==> src/rtl/mem_bus_arbiter_if.sv <==
// mem_bus_arbiter_if: client, memory and status bundle of the memory bus
// arbiter. master = arbiter side, slave = clients + memory side.
//
// Client N (N = 0 data, 1 fetch):
//   cN_command/addr/wdata         client -> arbiter request
//   cN_response                   accepting tag this cycle, else 0
//   cN_rdata/cN_tag               load return, qualified by cN_tag != 0
//   cN_outstanding                loads accepted but not yet returned
// Memory:
//   proc2mem_command/addr/data    arbiter -> memory
//   mem2proc_response/data/tag    memory -> arbiter
// Status:
//   orphan_err                    sticky, a return hit an unowned tag
interface mem_bus_arbiter_if;
  logic [1:0]  c0_command;
  logic [31:0] c0_addr;
  logic [31:0] c0_wdata;
  logic [3:0]  c0_response;
  logic [31:0] c0_rdata;
  logic [3:0]  c0_tag;
  logic [3:0]  c0_outstanding;

  logic [1:0]  c1_command;
  logic [31:0] c1_addr;
  logic [31:0] c1_wdata;
  logic [3:0]  c1_response;
  logic [31:0] c1_rdata;
  logic [3:0]  c1_tag;
  logic [3:0]  c1_outstanding;

  logic [1:0]  proc2mem_command;
  logic [31:0] proc2mem_addr;
  logic [31:0] proc2mem_data;

  logic [3:0]  mem2proc_response;
  logic [31:0] mem2proc_data;
  logic [3:0]  mem2proc_tag;

  logic        orphan_err;

  modport master (
    input  c0_command, c0_addr, c0_wdata,
    input  c1_command, c1_addr, c1_wdata,
    input  mem2proc_response, mem2proc_data, mem2proc_tag,
    output c0_response, c0_rdata, c0_tag, c0_outstanding,
    output c1_response, c1_rdata, c1_tag, c1_outstanding,
    output proc2mem_command, proc2mem_addr, proc2mem_data,
    output orphan_err
  );

  modport slave (
    output c0_command, c0_addr, c0_wdata,
    output c1_command, c1_addr, c1_wdata,
    output mem2proc_response, mem2proc_data, mem2proc_tag,
    input  c0_response, c0_rdata, c0_tag, c0_outstanding,
    input  c1_response, c1_rdata, c1_tag, c1_outstanding,
    input  proc2mem_command, proc2mem_addr, proc2mem_data,
    input  orphan_err
  );
endinterface

==> src/rtl/mem_bus_arbiter.sv <==
// mem_bus_arbiter: two-client round-robin arbiter for the tagged memory
// bus, with per-tag owner table and per-client outstanding-load budget.
//
// Ports:
//   clk     system clock, all state on posedge
//   rst_n   asynchronous active-low reset
//   io_bus  mem_bus_arbiter_if.master (client, memory, status signals)
module mem_bus_arbiter #(
  parameter int NUM_TAGS        = 15,
  parameter int MAX_OUTSTANDING = 8
) (
  input  logic               clk,
  input  logic               rst_n,
  mem_bus_arbiter_if.master  io_bus
);

  localparam logic [1:0] BUS_NONE = 2'd0;
  localparam logic [1:0] BUS_LOAD = 2'd1;
  localparam logic [3:0] MAX_OUT  = 4'(MAX_OUTSTANDING);

  // Per-tag state, bit t describes tag t (tag 0 means "none").
  logic [NUM_TAGS:1] r_valid;
  logic [NUM_TAGS:1] r_owner;

  logic        r_last_grant;
  logic [3:0]  r_out0;
  logic [3:0]  r_out1;
  logic        r_orphan;

  logic        w_elig0;
  logic        w_elig1;
  logic        w_any;
  logic        w_grant;
  logic [1:0]  w_gnt_cmd;
  logic [31:0] w_gnt_addr;
  logic [31:0] w_gnt_data;
  logic        w_accept;
  logic        w_alloc;
  logic        w_ret_hit;
  logic        w_ret_owner;
  logic        w_orphan;
  logic        w_inc0;
  logic        w_inc1;
  logic        w_dec0;
  logic        w_dec1;

  // A load at budget is masked; anything else non-NONE is a store
  // and is always eligible.
  assign w_elig0 = (io_bus.c0_command != BUS_NONE) &&
                   !((io_bus.c0_command == BUS_LOAD) &&
                     (r_out0 == MAX_OUT));
  assign w_elig1 = (io_bus.c1_command != BUS_NONE) &&
                   !((io_bus.c1_command == BUS_LOAD) &&
                     (r_out1 == MAX_OUT));
  assign w_any   = w_elig0 | w_elig1;

  always_comb begin
    w_grant = 1'b0;
    unique case (1'b1)
      (w_elig0 && w_elig1):  w_grant = ~r_last_grant;
      (w_elig1 && !w_elig0): w_grant = 1'b1;
      default:               w_grant = 1'b0;
    endcase
  end

  always_comb begin
    w_gnt_cmd  = BUS_NONE;
    w_gnt_addr = '0;
    w_gnt_data = '0;
    if (w_any) begin
      if (w_grant) begin
        w_gnt_cmd  = io_bus.c1_command;
        w_gnt_addr = io_bus.c1_addr;
        w_gnt_data = io_bus.c1_wdata;
      end else begin
        w_gnt_cmd  = io_bus.c0_command;
        w_gnt_addr = io_bus.c0_addr;
        w_gnt_data = io_bus.c0_wdata;
      end
    end
  end

  assign io_bus.proc2mem_command = w_gnt_cmd;
  assign io_bus.proc2mem_addr    = w_gnt_addr;
  assign io_bus.proc2mem_data    = w_gnt_data;

  assign io_bus.c0_response =
    (w_any && !w_grant) ? io_bus.mem2proc_response : 4'd0;
  assign io_bus.c1_response =
    (w_any && w_grant) ? io_bus.mem2proc_response : 4'd0;

  assign w_accept = w_any && (io_bus.mem2proc_response != 4'd0);
  assign w_alloc  = w_accept && (w_gnt_cmd == BUS_LOAD);

  // Owner lookup for the returning tag.
  always_comb begin
    w_ret_hit   = 1'b0;
    w_ret_owner = 1'b0;
    for (int t = 1; t <= NUM_TAGS; t++) begin
      if ((io_bus.mem2proc_tag == 4'(t)) && r_valid[t]) begin
        w_ret_hit   = 1'b1;
        w_ret_owner = r_owner[t];
      end
    end
  end

  assign w_orphan = (io_bus.mem2proc_tag != 4'd0) && !w_ret_hit;

  assign io_bus.c0_tag =
    (w_ret_hit && !w_ret_owner) ? io_bus.mem2proc_tag : 4'd0;
  assign io_bus.c1_tag =
    (w_ret_hit && w_ret_owner) ? io_bus.mem2proc_tag : 4'd0;
  assign io_bus.c0_rdata = io_bus.mem2proc_data;
  assign io_bus.c1_rdata = io_bus.mem2proc_data;

  assign w_inc0 = w_alloc && !w_grant;
  assign w_inc1 = w_alloc && w_grant;
  assign w_dec0 = w_ret_hit && !w_ret_owner;
  assign w_dec1 = w_ret_hit && w_ret_owner;

  assign io_bus.c0_outstanding = r_out0;
  assign io_bus.c1_outstanding = r_out1;
  assign io_bus.orphan_err     = r_orphan;

  function automatic logic [3:0] f_next_cnt(
    input logic [3:0] cnt,
    input logic       inc,
    input logic       dec
  );
    logic [3:0] nxt;
    nxt = cnt;
    unique case ({inc, dec})
      2'b10:   nxt = cnt + 4'd1;
      2'b01:   nxt = cnt - 4'd1;
      default: nxt = cnt;
    endcase
    return nxt;
  endfunction

  always_ff @(posedge clk or negedge rst_n) begin
    if (!rst_n) begin
      r_last_grant <= 1'b1;
      r_out0       <= '0;
      r_out1       <= '0;
      r_orphan     <= 1'b0;
    end else begin
      if (w_accept) r_last_grant <= w_grant;
      r_out0   <= f_next_cnt(r_out0, w_inc0, w_dec0);
      r_out1   <= f_next_cnt(r_out1, w_inc1, w_dec1);
      r_orphan <= r_orphan | w_orphan;
    end
  end

  // Free on return, then allocate; memory never reuses a tag on the
  // cycle it returns it, so the two never hit the same entry.
  always_ff @(posedge clk or negedge rst_n) begin
    if (!rst_n) begin
      r_valid <= '0;
      r_owner <= '0;
    end else begin
      for (int t = 1; t <= NUM_TAGS; t++) begin
        if (w_ret_hit && (io_bus.mem2proc_tag == 4'(t)))
          r_valid[t] <= 1'b0;
        if (w_alloc && (io_bus.mem2proc_response == 4'(t))) begin
          r_valid[t] <= 1'b1;
          r_owner[t] <= w_grant;
        end
      end
    end
  end

endmodule

==> src/flat_wrapper.sv <==
// flat-port wrapper written by rule: the top's interface ports become plain ports
module mem_bus_arbiter_flat 
#(
  parameter int NUM_TAGS        = 15,
  parameter int MAX_OUTSTANDING = 8
)
  (clk, rst_n, io_bus_c0_command, io_bus_c0_addr, io_bus_c0_wdata, io_bus_c1_command, io_bus_c1_addr, io_bus_c1_wdata, io_bus_mem2proc_response, io_bus_mem2proc_data, io_bus_mem2proc_tag, io_bus_c0_response, io_bus_c0_rdata, io_bus_c0_tag, io_bus_c0_outstanding, io_bus_c1_response, io_bus_c1_rdata, io_bus_c1_tag, io_bus_c1_outstanding, io_bus_proc2mem_command, io_bus_proc2mem_addr, io_bus_proc2mem_data, io_bus_orphan_err);
  mem_bus_arbiter_if io_bus_i ();
  input  logic clk;
  input  logic rst_n;
  input wire logic [$bits(io_bus_i.c0_command)-1:0] io_bus_c0_command;
  input wire logic [$bits(io_bus_i.c0_addr)-1:0] io_bus_c0_addr;
  input wire logic [$bits(io_bus_i.c0_wdata)-1:0] io_bus_c0_wdata;
  input wire logic [$bits(io_bus_i.c1_command)-1:0] io_bus_c1_command;
  input wire logic [$bits(io_bus_i.c1_addr)-1:0] io_bus_c1_addr;
  input wire logic [$bits(io_bus_i.c1_wdata)-1:0] io_bus_c1_wdata;
  input wire logic [$bits(io_bus_i.mem2proc_response)-1:0] io_bus_mem2proc_response;
  input wire logic [$bits(io_bus_i.mem2proc_data)-1:0] io_bus_mem2proc_data;
  input wire logic [$bits(io_bus_i.mem2proc_tag)-1:0] io_bus_mem2proc_tag;
  output wire logic [$bits(io_bus_i.c0_response)-1:0] io_bus_c0_response;
  output wire logic [$bits(io_bus_i.c0_rdata)-1:0] io_bus_c0_rdata;
  output wire logic [$bits(io_bus_i.c0_tag)-1:0] io_bus_c0_tag;
  output wire logic [$bits(io_bus_i.c0_outstanding)-1:0] io_bus_c0_outstanding;
  output wire logic [$bits(io_bus_i.c1_response)-1:0] io_bus_c1_response;
  output wire logic [$bits(io_bus_i.c1_rdata)-1:0] io_bus_c1_rdata;
  output wire logic [$bits(io_bus_i.c1_tag)-1:0] io_bus_c1_tag;
  output wire logic [$bits(io_bus_i.c1_outstanding)-1:0] io_bus_c1_outstanding;
  output wire logic [$bits(io_bus_i.proc2mem_command)-1:0] io_bus_proc2mem_command;
  output wire logic [$bits(io_bus_i.proc2mem_addr)-1:0] io_bus_proc2mem_addr;
  output wire logic [$bits(io_bus_i.proc2mem_data)-1:0] io_bus_proc2mem_data;
  output wire logic [$bits(io_bus_i.orphan_err)-1:0] io_bus_orphan_err;
  assign io_bus_i.c0_command = io_bus_c0_command;
  assign io_bus_i.c0_addr = io_bus_c0_addr;
  assign io_bus_i.c0_wdata = io_bus_c0_wdata;
  assign io_bus_i.c1_command = io_bus_c1_command;
  assign io_bus_i.c1_addr = io_bus_c1_addr;
  assign io_bus_i.c1_wdata = io_bus_c1_wdata;
  assign io_bus_i.mem2proc_response = io_bus_mem2proc_response;
  assign io_bus_i.mem2proc_data = io_bus_mem2proc_data;
  assign io_bus_i.mem2proc_tag = io_bus_mem2proc_tag;
  assign io_bus_c0_response = io_bus_i.c0_response;
  assign io_bus_c0_rdata = io_bus_i.c0_rdata;
  assign io_bus_c0_tag = io_bus_i.c0_tag;
  assign io_bus_c0_outstanding = io_bus_i.c0_outstanding;
  assign io_bus_c1_response = io_bus_i.c1_response;
  assign io_bus_c1_rdata = io_bus_i.c1_rdata;
  assign io_bus_c1_tag = io_bus_i.c1_tag;
  assign io_bus_c1_outstanding = io_bus_i.c1_outstanding;
  assign io_bus_proc2mem_command = io_bus_i.proc2mem_command;
  assign io_bus_proc2mem_addr = io_bus_i.proc2mem_addr;
  assign io_bus_proc2mem_data = io_bus_i.proc2mem_data;
  assign io_bus_orphan_err = io_bus_i.orphan_err;
  mem_bus_arbiter #(.NUM_TAGS(NUM_TAGS), .MAX_OUTSTANDING(MAX_OUTSTANDING)) u_core (.clk(clk), .rst_n(rst_n), .io_bus(io_bus_i));
endmodule
==> config.mk <==
export PLATFORM = sky130hd
export DESIGN_NAME = mem_bus_arbiter_flat
export DESIGN_NICKNAME = d
export VERILOG_FILES = /design/src/rtl/mem_bus_arbiter_if.sv /design/src/rtl/mem_bus_arbiter.sv /design/src/flat_wrapper.sv
export SDC_FILE = /design/constraint.sdc
export NUM_CORES = 1
export LEC_CHECK = 0
export ABC_AREA = 0
export CAP_MARGIN = 10
export CELL_PAD_IN_SITES_DETAIL_PLACEMENT = 0
export CELL_PAD_IN_SITES_GLOBAL_PLACEMENT = 1
export CORE_MARGIN = 5
export CORE_UTILIZATION = 23
export DETAILED_ROUTE_END_ITERATION = 8
export PLACE_DENSITY_LB_ADDON = 0.25
export REMOVE_ABC_BUFFERS = 1
export SLEW_MARGIN = 20
export SYNTH_ARGS = -nofsm -noshare
export SYNTH_HDL_FRONTEND = slang
export SYNTH_SLANG_ARGS = --single-unit
==> constraint.sdc <==
create_clock -name clk -period 7.72 [get_ports clk]
set_clock_uncertainty 0.05 [all_clocks]
set_input_delay 0.772 -clock clk [delete_from_list [all_inputs] [get_ports clk]]
set_output_delay 0.772 -clock clk [all_outputs]
set_load 0.005 [all_outputs]
==> results.toml, run 1 <==
[logic_synthesis]
synth_xor_area_share_pct = 2.387
synth_top_family_by_area = "compound AO/OA/AOI/OAI gates"
synth_cells = 401
syn-cell-area_um2 = 3669
yosysTopAreaCell = "dfrtp_1"
synthDistinctLibCells = 58
ys_dominant_reg_cell = "dfrtp_1"
synthArstFlopShare_pct = 100.0
synth_fa_ha_area_share_pct = 2.046
synth_compound_area_share_pct = 25.95
synth_mux_area_share_pct = 6.378
yosys.area_share.simple_pct = 17.94
synth_commonest_cells = "65 x a22o_1, 64 x buf_4, 39 x dfrtp_1"
yosysMostFrequentCell = "a22o_1"
ys_top_cells_by_area = "dfrtp_1 27%, a22o_1 16%, buf_4 13%, mux2_1 3.4%, and2_1 2.6%"
synth_top_area_share_pct = 26.60
yosysSeqAreaShare_pct = 27.32
yosysWarnings = 0
syn_area_per_cell_um2 = 9.148
synth_edf_count = 0
synth-seq-cells = 40

[grt]
grt_start_max_net_pins = 61
overflow = 0
antenna_found_initial = 1
grt_pass1_wl_mm = 26.88
grt_pass1_vias = 4010
grt_usage_pct = 19.70

[routing]
wl_mm = 19.03
drt_pre_antenna_iters = 4
ant_nets = 0
initialDrtViolationCount = 166
drc = 0
routed-via-count = 3821
wl_per_cell_um = 24.72
via_per_inst = 4.962

[timing]
slew_headroom_pct = 36.89
finalSetupViolations = 0
whs_ns = 0.4272
worst_pin_slew_ns = 0.9467
slew_violations = 0
final.period_utilization_pct = 59.86
period_needed_ns = 4.621
finalHoldViolations = 0
grt_setup_unrepaired = "false"
setup_tns_ns = 0
fmax_ghz = 0.2164

[clock_network]
cts.sinks = 40
cts_root_buffer = "clkbuf_16"
cts.repair.resized = 0
htreeDepth = 2
insertion_delay_ns = 0.28
cts_inserted_buffers = 5
cts_tree = "done"
clk_pin_slew_ns = 0.06
clk_path_buf_depth = 2
post-cts-setup-buffer-count = 0
holdBufCountCts = 0

[cells_and_area]
multi_input_area_um2 = 2016
fillers = 1616
ff_latch_area_um2 = 1002
n_antenna_cell = 0
drive_above_1_share_pct = 6.859
nets = 733
area_growth_pct = 58.29

[critical_path]
crit_start = "u_core.io_bus.c0_outstanding[1]"
crit_path_max_incr_delay_ns = 0.67
worstPathCellList = "or4b_4, and2_4, o21ai_2, nor2b_4, buf_4, a22o_1, clkdlybuf4s50_1"
slowest_stage = "clkdlybuf4s50_1"
cp_top_family = "simple AND/OR/NAND/NOR gates"
cp_data_arrival_time_ns = 3.80
critPathRequiredTime_ns = 6.90
critPathBufInv = 2
crit_path_end_kind = "output pin"
worstReg2RegStart = "u_core.io_bus.c0_outstanding[1]"
worstSetupStartpointType = "flop"
worstPathMaxFanout = 60
worst-setup-path-type = "flop to output pin"

[power_and_ir_drop]
intPower_mw = 0.9590
pwr-share-clk_pct = 15.5
p_sw_mw = 0.5571
p_leak_nw = 2.337
seqPwrFrac_pct = 26.3
power_mw = 1.516
p_sw_share_pct = 36.74
ir_drop_mv = 0.1153
combPwrFrac_pct = 58.2
power.density_nw_per_um2 = 261.1

[flow_run]
max_cap_viol_count = 0

[floorplan]
rows = 46
core_um2 = 15770
start_util_pct = 23.26
die_y_um = 136.3
dieWidth_um = 136.3
boundaryPins = 329
die_area_um2 = 18580

[placement]
portBuffers = 232
dp_hpwl_mm = 16.20
gp_congestion = 0.8715

[min_path]
worstHoldStart = "u_core.io_bus.orphan_err"
hp-class = "flop to flop"

[outcome]
status = "finished, final reports clean"
[path summary, 6_finish.rpt]
kind | slack (ns) | to | depth (start not counted)
worst min-delay path | 0.43 | u_core.io_bus.orphan_err | 1
worst max-delay path | 3.10 | io_bus_proc2mem_data[12] | 7
min in group asynchronous | 0.57 | u_core.io_bus.c1_outstanding[2] | 1
worst min register to register | 0.43 | u_core.io_bus.orphan_err | 1
max in group asynchronous | 6.44 | u_core.r_owner[14] | 1
worst max register to register | 4.26 | u_core.io_bus.c1_outstanding[2] | 12
[power groups by stage]
stage / combinational [mW] / sequential [mW] / clock (mW)
2_1_floorplan: 0.395 / 0.369 / 0
3_5_place_dp: 0.889 / 0.398 / 0
5_1_grt: 0.951 / 0.408 / 0.250
3_3_place_gp: 0.876 / 0.398 / 0
6_report: 0.883 / 0.398 / 0.235
4_1_cts: 0.891 / 0.395 / 0.238
[layout by cell type, fill, tap and decap left out, drive strengths merged, types with 3 or more instances in the layout]
cell,instances
clkdlybuf4s50,231
a22o,65
dfrtp,39
nand2,22
nor2,21
mux2,19
and2,16
o21ai,12
nand3,11
a21o,9
a21oi,9
xor2,8
nor2b,7
inv,6
ha,6
clkbuf,6
nand4b,5
nand4,5
nand2b,5
nand3b,5
o22ai,3
buf,3
[cells by family after synthesis]
| family | count (synthesis) |
|---|---|
| XOR/XNOR | 10 |
| AND/OR/NAND/NOR | 113 |
| buffers and inverters | 95 |
| adder cells (fa/ha/maj) | 6 |
| flip-flops | 40 |
| AO/OA/AOI/OAI | 116 |
| multiplexers | 21 |
[layer usage]
layer / wire [µm] / global-route usage (%)
met2: 7715 / 27.44
met5: 20 / 0.5556
met4: 110 / 2.688
met1: 8297 / 26.48
met3: 2888 / 12.03
[flip-flops by register name, summed over array words and instances, names as in the netlist]
signal / count
u_core.r_owner: 15
u_core.io_bus.c0_outstanding: 4
u_core.io_bus.orphan_err: 1
u_core.io_bus.c1_outstanding: 4
u_core.r_last_grant: 1
u_core.r_valid: 15
[metrics by stage]
| step | setup WS [ns] | cells | instance area [µm²] | util (%) |
|---|---|---|---|---|
| after detailed placement | 3.139 | 762 | 5643 | 35.78 |
| after global placement | 3.239 | 762 | 5643 | 35.78 |
| after CTS | 3.097 | 770 | 5807 | 36.82 |
| final | 3.099 | 770 | 5807 | 36.82 |
| after global routing | 2.928 | 770 | 5807 | 36.82 |
| after floorplan | 2.132 | 312 | 3032 | - |
[final cells by class]
cell class              count  area share (%)
inverters                   6          0.3878
flip-flops and latches     40           17.26
repair buffers            234           40.16
clock inverters             2          0.6033
multi-input cells         266           34.71
well taps                 216           4.654
clock buffers               6           2.219
Note: power is estimated with default switching activity, not from simulation.
==> run 2, diff against run 1 <==
--- a/config.mk
+++ b/config.mk
@@ -10,7 +10,7 @@
 export CELL_PAD_IN_SITES_DETAIL_PLACEMENT = 0
 export CELL_PAD_IN_SITES_GLOBAL_PLACEMENT = 1
 export CORE_MARGIN = 5
-export CORE_UTILIZATION = 23
+export CORE_UTILIZATION = 19
 export DETAILED_ROUTE_END_ITERATION = 8
 export PLACE_DENSITY_LB_ADDON = 0.25
 export REMOVE_ABC_BUFFERS = 1
==> constraint.sdc (replaced) <==
create_clock -name clk -period 3.75 [get_ports clk]
set_clock_uncertainty 0.05 [all_clocks]
set_input_delay 0.375 -clock clk [delete_from_list [all_inputs] [get_ports clk]]
set_output_delay 0.375 -clock clk [all_outputs]
set_load 0.005 [all_outputs]
==> results.toml, run 2 (same netlist as run 1, synthesis figures left out) <==
[timing]
grt_setup_unrepaired = "false"
period_needed_ns = 3.540
setup_tns_ns = 0
fin_ws_ns = 0.2101
finalHoldViolations = 0
finalSetupViolations = 0
whs_ns = 0.1502
worst_pin_slew_ns = 0.8837
slew_headroom_pct = 41.09
fmax_ghz = 0.2825
final.period_utilization_pct = 94.40
slew_violations = 0

[clock_network]
htreeDepth = 2
cts_tree = "done"
holdBufCountCts = 0
cts_inserted_buffers = 5
insertion_delay_ns = 0.29
post-cts-setup-buffer-count = 0
cts_root_buffer = "clkbuf_16"
clk_pin_slew_ns = 0.06
cts.repair.resized = 0
cts.sinks = 40
clk_path_buf_depth = 2

[critical_path]
r2r_cells = 13
cpMostUsedCell = "clkdlybuf4s50_1"
critPathBufInv = 3
cp_top_family = "buffers and inverters"
reg2reg_to = "u_core.io_bus.c0_outstanding[2]"
crit_start = "io_bus_mem2proc_tag[2]"
worstReg2RegStart = "u_core.io_bus.c0_outstanding[1]"
cp-endpoint = "io_bus_c0_tag[2]"
slowest_stage = "clkdlybuf4s50_1"
crit_path_max_incr_delay_ns = 0.73
crit_cells = 9
crit_path_end_kind = "output pin"
regToRegSetupSlack_ns = 0.53
worstSetupStartpointType = "input pin"
worstPathMaxFanout = 11
worst-setup-path-type = "input pin to output pin"
worstPathCellList = "clkdlybuf4s50_1, and2_1, nand3_1, o2111ai_1, and3_1, o22ai_2, buf_4, nor3b_1, clkdlybuf4s50_1"
critPathRequiredTime_ns = 3.32
cp_data_arrival_time_ns = 3.11

[routing]
drt_pre_antenna_iters = 5
initialDrtViolationCount = 208
wl_mm = 18.90
via_per_inst = 4.629
ant_nets = 0
wl_per_cell_um = 22.56
drc = 0
routed-via-count = 3879

[cells_and_area]
reg.largest.list = "u_core.r_owner: 15 flops, u_core.r_valid: 15 flops"
area_growth_pct = 65.45
fillers = 1958
nets = 756
final_cell_mix = "231 x clkdlybuf4s50_1, 65 x a22o_1, 39 x dfrtp_1, 23 x buf_4, 22 x nand2_1"
instances_no_fill = 838
final_common_cell = "clkdlybuf4s50_1"
drive_above_1_share_pct = 10.75
ff_latch_area_um2 = 1002
multi_input_area_um2 = 2016

[floorplan]
die_y_um = 149.0
die_area_um2 = 22190
core_um2 = 18830
boundaryPins = 329
start_util_pct = 19.48
rows = 50
dieWidth_um = 149.0

[power_and_ir_drop]
ir_drop_mv = 0.1730
p_leak_nw = 2.459
power.density_nw_per_um2 = 529.1

[placement]
portBuffers = 232
dp_hpwl_mm = 16.38
place_inst = 829
gp_congestion = 0.8911
pre_cts_ws_ns = 0.1165

[grt]
grt_pass1_vias = 4066
overflow = 0
grt_start_max_net_pins = 52
grt_usage_pct = 16.42
grt_pass1_wl_mm = 26.92
antenna_found_initial = 1

[outcome]
status = "finished, final reports clean"

[flow_run]
max_cap_viol_count = 0

[min_path]
hp-class = "input pin to async pin"
run 2: changes by cell type in the layout (fill, tap and decap cells not counted):
cell        delta
clkinvlp_4     +1
clkbuf_1       -1
inv_6          +1
clkinv_2       -1
buf_4         +21
buf_12         +2
diode_2        +1
run 2: cell type report:
class / instances / share of cell area (%)
tap: 260 / 5.360
timing repair buffer: 257 / 41.68
inverter: 6 / 0.3711
sequential: 40 / 16.51
antenna: 1 / 0.04123
clock inverter: 3 / 0.7627
multi-input combinational: 266 / 33.21
clock buffer: 5 / 2.061
run 2: worst min path at each step:
| stage | slack [ns] | cells after the start | endpoint | start |
|---|---|---|---|---|
| after detailed placement | 0.42 | 1 | u_core.io_bus.orphan_err | u_core.io_bus.orphan_err |
| after global routing | 0.27 | 1 | u_core.r_valid[15] | rst_n |
| final | 0.15 | 1 | u_core.r_owner[11] | rst_n |
| after CTS | 0.19 | 1 | u_core.r_owner[11] | rst_n |
| after floorplan | 0.03 | 0 | u_core.io_bus.c0_outstanding[0] | rst_n |
| after global placement | 0.41 | 1 | u_core.io_bus.orphan_err | u_core.io_bus.orphan_err |
run 2: routing by layer:
metal	vias to the layer above	share of wire (%)	GRT usage, %
li1	1759	-	-
met1	1832	41	20.85
met2	264	42	23.65
met3	22	14	9.328
met4	2	2.3	4.394
met5	-	0.25	2.500
run 2: power by group:
part	internal, mW	switching [mW]
Sequential	0.625	0.203
Clock	0.316	0.180
Combinational	1.11	0.779
Total	2.05	1.16
run 2: stage by stage:
| stage | util, % | area, µm² | power [mW] |
|---|---|---|---|
| detailed placement | 31.31 | 5896 | 2.743 |
| global placement | 31.31 | 5896 | 2.734 |
| floorplan | - | 3032 | 1.573 |
| finish | 32.23 | 6070 | 3.211 |
| CTS | 32.22 | 6067 | 3.254 |
| global route | 32.23 | 6070 | 3.427 |
run 2: worst reg2reg max path: cells and delay by family, from the launching register on:
| family | cells | cell delay, ns |
|---|---|---|
| AO/OA/AOI/OAI | 2 | 0.27 |
| adder cells (fa/ha/maj) | 2 | 0.41 |
| buffers and inverters | 1 | 0.25 |
| XOR/XNOR | 3 | 0.41 |
| AND/OR/NAND/NOR | 5 | 1.23 |
| flip-flops | 1 | 0.48 |
==> run 3, diff against run 2 <==
--- a/config.mk
+++ b/config.mk
@@ -18,3 +18,4 @@
 export SYNTH_ARGS = -nofsm -noshare
 export SYNTH_HDL_FRONTEND = slang
 export SYNTH_SLANG_ARGS = --single-unit
+export TNS_END_PERCENT = 20
==> results of run 3 <==
The final DEF is identical to that of run 2; final timing and power are the same.
